`config.mk`:
```
export PLATFORM = sky130hd
export DESIGN_NAME = imm_encoder
export DESIGN_NICKNAME = d
export VERILOG_FILES = /design/src/rtl/imm_encoder.sv
export SDC_FILE = /design/constraint.sdc
export NUM_CORES = 1
export LEC_CHECK = 0
export CAP_MARGIN = 20
export CORE_ASPECT_RATIO = 0.5
export CORE_MARGIN = 5
export CORE_UTILIZATION = 40
export CTS_CLUSTER_SIZE = 20
export DETAILED_ROUTE_END_ITERATION = 8
export PLACE_DENSITY_LB_ADDON = 0.15
export SYNTH_ARGS = -nofsm -noshare
export SYNTH_HDL_FRONTEND = slang
export SYNTH_SLANG_ARGS = --single-unit
```
`constraint.sdc`:
```
create_clock -name clk -period 6.1 [get_ports clk]
set_clock_uncertainty 0.2 [all_clocks]
set_input_delay 0.915 -clock clk [delete_from_list [all_inputs] [get_ports clk]]
set_output_delay 0.915 -clock clk [all_outputs]
set_load 0.01 [all_outputs]
```
`src/rtl/imm_encoder.sv`:
```
// imm_encoder: packs RISC-V instruction fields plus a sign-extended immediate
// into a 32-bit instruction word, flags immediates that the chosen format
// cannot represent, and buffers results in a 2-entry output FIFO.
//
// Handshake: a transfer happens on a rising edge where valid and ready are
// both 1 (in_valid/in_ready on the request side, out_valid/out_ready on the
// result side). in_ready depends only on registered occupancy, never on
// out_ready, and out_valid/instr/err hold steady until the head is popped.
module imm_encoder #(
    parameter int ERR_CNT_W = 16
) (
    input  logic                 clk,
    input  logic                 rst,
    input  logic                 in_valid,
    output logic                 in_ready,
    input  logic [6:0]           opcode,
    input  logic [4:0]           rd,
    input  logic [4:0]           rs1,
    input  logic [4:0]           rs2,
    input  logic [2:0]           funct3,
    input  logic [6:0]           funct7,
    input  logic [31:0]          imm,
    input  logic [2:0]           imm_src,
    output logic                 out_valid,
    input  logic                 out_ready,
    output logic [31:0]          instr,
    output logic                 err,
    output logic [ERR_CNT_W-1:0] err_cnt
);

    localparam logic [2:0] SRC_I     = 3'b000;
    localparam logic [2:0] SRC_S     = 3'b001;
    localparam logic [2:0] SRC_B     = 3'b010;
    localparam logic [2:0] SRC_U     = 3'b011;
    localparam logic [2:0] SRC_J     = 3'b100;
    localparam logic [2:0] SRC_SHIFT = 3'b101;

    logic [31:0] enc_word;
    logic [31:0] enc_instr;
    logic        enc_err;

    logic [1:0]  occ;
    logic [31:0] head_instr;
    logic [31:0] tail_instr;
    logic        head_err;
    logic        tail_err;
    logic        push;
    logic        pop;

    // Pack the fields for the selected format and decide representability.
    always_comb begin
        enc_word = 32'h0000_0000;
        enc_err  = 1'b0;
        case (imm_src)
            SRC_I: begin
                enc_word = {imm[11:0], rs1, funct3, rd, opcode};
                enc_err  = (imm[31:11] != '0) && (imm[31:11] != '1);
            end
            SRC_S: begin
                enc_word = {imm[11:5], rs2, rs1, funct3, imm[4:0], opcode};
                enc_err  = (imm[31:11] != '0) && (imm[31:11] != '1);
            end
            SRC_B: begin
                enc_word = {imm[12], imm[10:5], rs2, rs1, funct3, imm[4:1], imm[11], opcode};
                enc_err  = ((imm[31:12] != '0) && (imm[31:12] != '1)) || imm[0];
            end
            SRC_U: begin
                enc_word = {imm[31:12], rd, opcode};
                enc_err  = (imm[11:0] != 12'h000);
            end
            SRC_J: begin
                enc_word = {imm[20], imm[10:1], imm[11], imm[19:12], rd, opcode};
                enc_err  = ((imm[31:20] != '0) && (imm[31:20] != '1)) || imm[0];
            end
            SRC_SHIFT: begin
                enc_word = {funct7, imm[4:0], rs1, funct3, rd, opcode};
                enc_err  = (imm[31:5] != '0);
            end
            default: begin
                enc_word = 32'h0000_0000;
                enc_err  = 1'b1;
            end
        endcase
        // Flagged entries never carry a partially packed word.
        enc_instr = enc_err ? 32'h0000_0000 : enc_word;
    end

    assign in_ready  = (occ != 2'd2);
    assign out_valid = (occ != 2'd0);
    assign push      = in_valid && in_ready;
    assign pop       = out_valid && out_ready;

    // Two-slot buffer: head is the oldest entry, tail the younger one.
    always_ff @(posedge clk) begin
        if (rst) begin
            occ        <= 2'd0;
            head_instr <= 32'h0000_0000;
            head_err   <= 1'b0;
            tail_instr <= 32'h0000_0000;
            tail_err   <= 1'b0;
        end else begin
            if (pop) begin
                if (occ == 2'd2) begin
                    head_instr <= tail_instr;
                    head_err   <= tail_err;
                end else if (push) begin
                    head_instr <= enc_instr;
                    head_err   <= enc_err;
                end
            end else if (push) begin
                if (occ == 2'd0) begin
                    head_instr <= enc_instr;
                    head_err   <= enc_err;
                end else begin
                    tail_instr <= enc_instr;
                    tail_err   <= enc_err;
                end
            end
            occ <= occ + {1'b0, push} - {1'b0, pop};
        end
    end

    // Saturating count of accepted requests that were flagged.
    always_ff @(posedge clk) begin
        if (rst) begin
            err_cnt <= '0;
        end else if (push && enc_err && (err_cnt != '1)) begin
            err_cnt <= err_cnt + 1'b1;
        end
    end

    assign instr = out_valid ? head_instr : 32'h0000_0000;
    assign err   = out_valid ? head_err : 1'b0;

endmodule

```
==> results of run 1 <==
power breakdown:
group / switching [mW] / total, mW / internal [mW]
Clock: 0.225 / 0.607 / 0.382
Sequential: 0.0163 / 0.585 / 0.569
Combinational: 0.255 / 0.401 / 0.146
Total: 0.496 / 1.59 / 1.10
worst register-to-register path, stage by stage (launching register included):
cell      delay, ps
dfxtp_1         410
nand2b_1        310
nand2_1         290
ha_1            310
nor2b_1         470
buf_4           380
and3_1          210
a21oi_1          40
o22ai_1         160
layout make-up:
type	count	area (um^2)	area share
inverter	6	22.5	0.00351
tap	165	206	0.0322
multi-input combinational	475	2920	0.455
clock buffer	13	260	0.0406
timing repair buffer	128	1250	0.195
sequential	84	1680	0.262
clock inverter	3	68.8	0.0107
kinds of logic (layout without fill, tap and decap cells):
logic type,after synthesis,count (layout),share of synthesized area
simple gates,262,262,0.290
compound gates,183,183,0.242
flops,84,84,0.345
buf+inv,62,150,0.0578
mux,24,24,0.0517
fa+ha+maj,4,4,0.0103
xor+xnor,2,2,0.00360
metrics by stage:
stage	utilization	setup slack [ps]	area, um^2
after detailed placement	0.512	1540	6080
final	0.540	1870	6410
after CTS	0.540	1900	6410
after floorplan	-	3250	4870
after global routing	0.540	1520	6410
after global placement	0.512	1660	6080
registers in the layout (all words and copies together) (netlist names):
signal	cells
err_cnt	16
head_err	1
head_instr	32
occ	2
tail_err	1
tail_instr	32
worst max-delay path by stage:
stage	from	end	slack, ps
final	imm_src[0]	head_instr[28]	1870
after global routing	imm_src[0]	head_instr[30]	1520
after CTS	imm_src[0]	head_instr[11]	1900
after detailed placement	imm_src[0]	head_instr[11]	1540
after global placement	imm_src[0]	head_instr[12]	1660
after floorplan	imm_src[0]	err_cnt[13]	3250
cell usage after synthesis (17+ instances only):
cell      count
nor2b_1      28
a21oi_1      61
o22ai_1      25
and3_1       36
nor2_1       68
nand2_1      31
o21ai_0      18
a22oi_1      40
and2_1       36
nand3_1      17
clkbuf_1     39
dfxtp_1      84
layer usage:
metal	vias up	global-route usage	wire length, um	share of wire
met2	156	0.339	6850	0.46
met3	10	0.0482	891	0.060
met4	0	0.0427	117	0.0079
li1	2425	-	-	-
met5	-	0	0	0
met1	2302	0.267	7000	0.47
==> impl_metrics.env, run 1 <==
export IMPL_run_status="completed"
export IMPL_crit_fanout=44
export IMPL_grt_pass1_vias=4600
export IMPL_critical_path_top_delay_family="simple AND/OR/NAND/NOR gates"
export IMPL_drt_pass1_iterations=5
export IMPL_num_rows=28
export IMPL_drcViolationCount=0
export IMPL_cts_tree="yes"
export IMPL_syn_area_mm2=0.00487
export IMPL_maxSlewHeadroom=0.392
export IMPL_grt_overflow_total=0
export IMPL_fin_tns_setup_ps=0
export IMPL_layout_common_cells="clkdlybuf4s50_1 (119), dfxtp_1 (84), nor2_1 (67), a21oi_1 (61), a22oi_1 (40)"
export IMPL_yosysTopAreaCell="dfxtp_1"
export IMPL_dieArea_mm2=0.0146
export IMPL_cts_max_path_buffers=2
export IMPL_cp_end_kind="register"
export IMPL_rsz0062_at_grt="no"
export IMPL_path_clk_slew_ps=60
export IMPL_cpPeakStageDelay_ps=720
export IMPL_portBuffers=121
export IMPL_start_util=0.410
export IMPL_rrSetupSlack_ps=3240
export IMPL_worstReg2RegEnd="head_instr[7]"
export IMPL_root_buffer="clkbuf_16"
export IMPL_final_nets=779
export IMPL_insertion_delay_ps=340
export IMPL_worst_path_buf_inv=1
export IMPL_via_per_inst=5.60
export IMPL_diodes=0
export IMPL_min_path_cells=2
export IMPL_syn_nets=696
export IMPL_gp_congestion=0.917
export IMPL_total_power_mw=1.59
export IMPL_die_h_um=88.0
export IMPL_power_leakage_nw=2.39
export IMPL_synth_seq_cells=84
export IMPL_io_pins=122
export IMPL_grt_usage=0.201
export IMPL_hp_class="register to register"
export IMPL_crit_required_ps=6140
export IMPL_htreeDepth=3
export IMPL_drive_gt1_frac=0.0494
export IMPL_synth_area_leaders="dfxtp_1 (35%), a21oi_1 (6.3%), a22oi_1 (6.2%)"
export IMPL_fin_crit_sh=0.694
export IMPL_crit_cells=8
export IMPL_postRouteAntennaNets=0
export IMPL_path_cells="buf_2, nor2b_1, a31oi_1, o21ai_1, o21ai_2, nor2b_4, nand2_2, o22ai_1"
export IMPL_synthArstFlopShare=0
export IMPL_synth_edf_count=0
export IMPL_synth_cells=621
export IMPL_worstRegToRegCells=8
export IMPL_ys_warnings_count=0
export IMPL_r2r_start="occ[0]"
export IMPL_avgSynthCellArea_um2=7.84
export IMPL_report_final_hold_viol_count=0
export IMPL_dp_cells=858
export IMPL_synth_ff_type="dfxtp_1"
export IMPL_hold_end="tail_instr[20]"
export IMPL_slowest_stage="nor2b_4"
export IMPL_ys_seq_area_frac=0.345
export IMPL_grt_max_degree=79
export IMPL_hp_start="tail_instr[20]"
export IMPL_syn2layout_area_growth_pct=31.7
export IMPL_cts_setup_buffers=0
export IMPL_cts_sinks=84
export IMPL_max_vdd_ir_drop_mv=0.128
export IMPL_fmaxAchievable_mhz=236
export IMPL_grt_pass1_wl_mm=23.9
export IMPL_ctsHoldBuffers=0
export IMPL_whs_ps=248
export IMPL_routedWlPerCell_um=17.0
export IMPL_yosysUniqueCellTypes=54
export IMPL_setup_viol=0
export IMPL_cap_violations=0
export IMPL_cts_buffers=9
export IMPL_synth_top_cell_area_share=0.345
export IMPL_fillers=1118
export IMPL_drt_iter0_markers=479
export IMPL_period_needed_ps=4230
export IMPL_criticalPathCategory="input port to register"
export IMPL_finalNonFillerCells=874
export IMPL_core_mm2=0.0119
export IMPL_hpwlAfterDp_mm=10.1
export IMPL_arrival_ps=4280
export IMPL_vias=4893
export IMPL_crit_path_start_kind="input port"
export IMPL_postCtsResizedCells=0
export IMPL_antenna_found_initial=0
export IMPL_powerDensity_mw_per_mm2=248
export IMPL_layout_commonest_cell="clkdlybuf4s50_1"
export IMPL_die_w_um=166
export IMPL_drv_slew=0
export IMPL_max_slew_worst_pin_slew_ps=910
export IMPL_drt_wl_total_mm=14.9
Note: power is estimated with default switching activity, not from simulation.
==> inputs of run 2 (changes only) <==
==> constraint.sdc (replaced) <==
create_clock -name clk -period 4.1 [get_ports clk]
set_clock_uncertainty 0.2 [all_clocks]
set_input_delay 0.615 -clock clk [delete_from_list [all_inputs] [get_ports clk]]
set_output_delay 0.615 -clock clk [all_outputs]
set_load 0.01 [all_outputs]
==> impl_metrics.env, run 2 (same netlist as run 1, synthesis figures left out) <==
export IMPL_crit_required_ps=4150
export IMPL_routedWlPerCell_um=16.7
export IMPL_start_util=0.410
export IMPL_htreeDepth=3
export IMPL_powerDensity_mw_per_mm2=358
export IMPL_fmaxAchievable_mhz=302
export IMPL_via_per_inst=5.57
export IMPL_diodes=0
export IMPL_whs_ps=244
export IMPL_ctsHoldBuffers=0
export IMPL_report_final_hold_viol_count=0
export IMPL_dp_cells=864
export IMPL_max_vdd_ir_drop_mv=0.201
export IMPL_drt_wl_total_mm=14.7
export IMPL_postRouteAntennaNets=0
export IMPL_p_sw_mw=0.742
export IMPL_hp_class="register to register"
export IMPL_power_leakage_nw=2.40
export IMPL_grt_max_degree=69
export IMPL_final_nets=785
export IMPL_r2r_start="occ[1]"
export IMPL_cp_end_kind="register"
export IMPL_drv_slew=0
export IMPL_cts_tree="yes"
export IMPL_drive_gt1_frac=0.0587
export IMPL_path_clk_slew_ps=70
export IMPL_max_slew_worst_pin_slew_ps=726
export IMPL_cts_buffers=9
export IMPL_drt_pass1_iterations=5
export IMPL_hpwlAfterDp_mm=10.4
export IMPL_fillers=1142
export IMPL_layout_common_cells="clkdlybuf4s50_1 (119), dfxtp_1 (84), nor2_1 (67), a21oi_1 (61), a22oi_1 (40)"
export IMPL_arrival_ps=3360
export IMPL_dpl_cell_area_mm2=0.00614
export IMPL_layout_commonest_cell="clkdlybuf4s50_1"
export IMPL_criticalPathCategory="input port to register"
export IMPL_rrSetupSlack_ps=1380
export IMPL_fin_crit_sh=0.808
export IMPL_period_needed_ps=3310
export IMPL_crit_fanout=27
export IMPL_grt_overflow_total=0
export IMPL_finalInstanceArea_mm2=0.00645
export IMPL_internal_power_mw=1.57
export IMPL_portBuffers=121
export IMPL_vias=4904
export IMPL_postCtsResizedCells=0
export IMPL_slowest_stage="nor2b_4"
export IMPL_root_buffer="clkbuf_16"
export IMPL_run_status="completed"
export IMPL_io_pins=122
export IMPL_antenna_found_initial=0
export IMPL_combinationalPowerShare=0.263
export IMPL_setup_viol=0
export IMPL_largest_registers="head_instr: 32 flops, tail_instr: 32 flops, err_cnt: 16 flops"
export IMPL_grt_pass1_vias=4622
export IMPL_num_rows=28
export IMPL_cts_max_path_buffers=2
export IMPL_grt_pass1_wl_mm=23.7
export IMPL_path_cells="clkdlybuf4s50_1, nor4_1, nand3_1, o21ai_1, a22o_1, nor2b_4, nand2_2, o22ai_1"
export IMPL_die_h_um=88.0
export IMPL_finalNonFillerCells=880
export IMPL_maxSlewHeadroom=0.516
export IMPL_crit_path_start_kind="input port"
export IMPL_cpPeakStageDelay_ps=600
export IMPL_endpoint="head_instr[13]"
export IMPL_syn2layout_area_growth_pct=32.4
export IMPL_worstReg2RegEnd="head_instr[19]"
export IMPL_pwr_share_clk=0.360
export IMPL_cts_sinks=84
export IMPL_insertion_delay_ps=340
export IMPL_drt_iter0_markers=490
export IMPL_fin_tns_setup_ps=0
export IMPL_power_frac_seq=0.377
export IMPL_rsz0062_at_grt="no"
export IMPL_p_sw_frac=0.321
export IMPL_cp_startpoint="imm[27]"
export IMPL_cap_violations=0
export IMPL_cts_setup_buffers=0
export IMPL_die_w_um=166
export IMPL_grt_usage=0.198
export IMPL_gp_congestion=0.905
export IMPL_dieArea_mm2=0.0146
export IMPL_drcViolationCount=0
export IMPL_worstRegToRegCells=8
export IMPL_core_mm2=0.0119
[run 2: changes by cell type in the layout (fill, tap and decap cells not counted), sizes merged]
cell | previous run | this run
buf | 9 | 15
clkinvlp | 0 | 3
bufinv | 2 | 1
clkbuf | 13 | 11
[run 2: cell type report]
class / count / area [um^2] / area share
Timing Repair Buffer: 134 / 1310 / 0.203
Clock buffer: 11 / 243 / 0.0377
Multi-Input combinational cell: 475 / 2920 / 0.453
Inverter: 6 / 22.5 / 0.00349
Sequential cell: 84 / 1680 / 0.261
Tap cell: 165 / 206 / 0.0320
Clock inverter: 5 / 61.3 / 0.00951
[run 2: worst min path at each step]
stage,startpoint,end,slack (ps),depth (start not counted)
after global placement,tail_instr[5],tail_instr[5],230,2
after CTS,tail_instr[5],tail_instr[5],250,2
final,tail_instr[5],tail_instr[5],240,2
after global routing,tail_instr[0],tail_instr[0],270,2
after detailed placement,tail_instr[2],tail_instr[2],240,2
after floorplan,tail_instr[20],tail_instr[20],230,2
[run 2: per-stage QoR]
stage          power, mW  setup slack, ps  utilization
6_report            2.31              789        0.543
3_5_place_dp        1.50              463        0.517
4_1_cts             2.33              823        0.543
3_3_place_gp        1.49              559        0.517
5_1_grt             2.42              547        0.543
2_1_floorplan       1.24             1550            -
[run 2: metal layers]
metal  vias up  part of all wire  GRT usage
li1       2437                 -          -
met1      2314              0.49      0.273
met2       141              0.45      0.325
met3        12             0.055     0.0392
met4         0             0.011     0.0472
met5         -                 0          0
[run 2: worst max-delay path: cells and delay by family]
family          cells  cell delay (ps)
simple gates        4             1690
compound gates      3              600
buf+inv             1              440
[run 2: power by group through the flow]
stage,registers (mW),logic (mW),clock network (mW)
6_report,0.871,0.608,0.832
3_5_place_dp,0.889,0.610,0
5_1_grt,0.874,0.666,0.879
3_3_place_gp,0.888,0.602,0
4_1_cts,0.871,0.611,0.850
2_1_floorplan,0.884,0.354,0
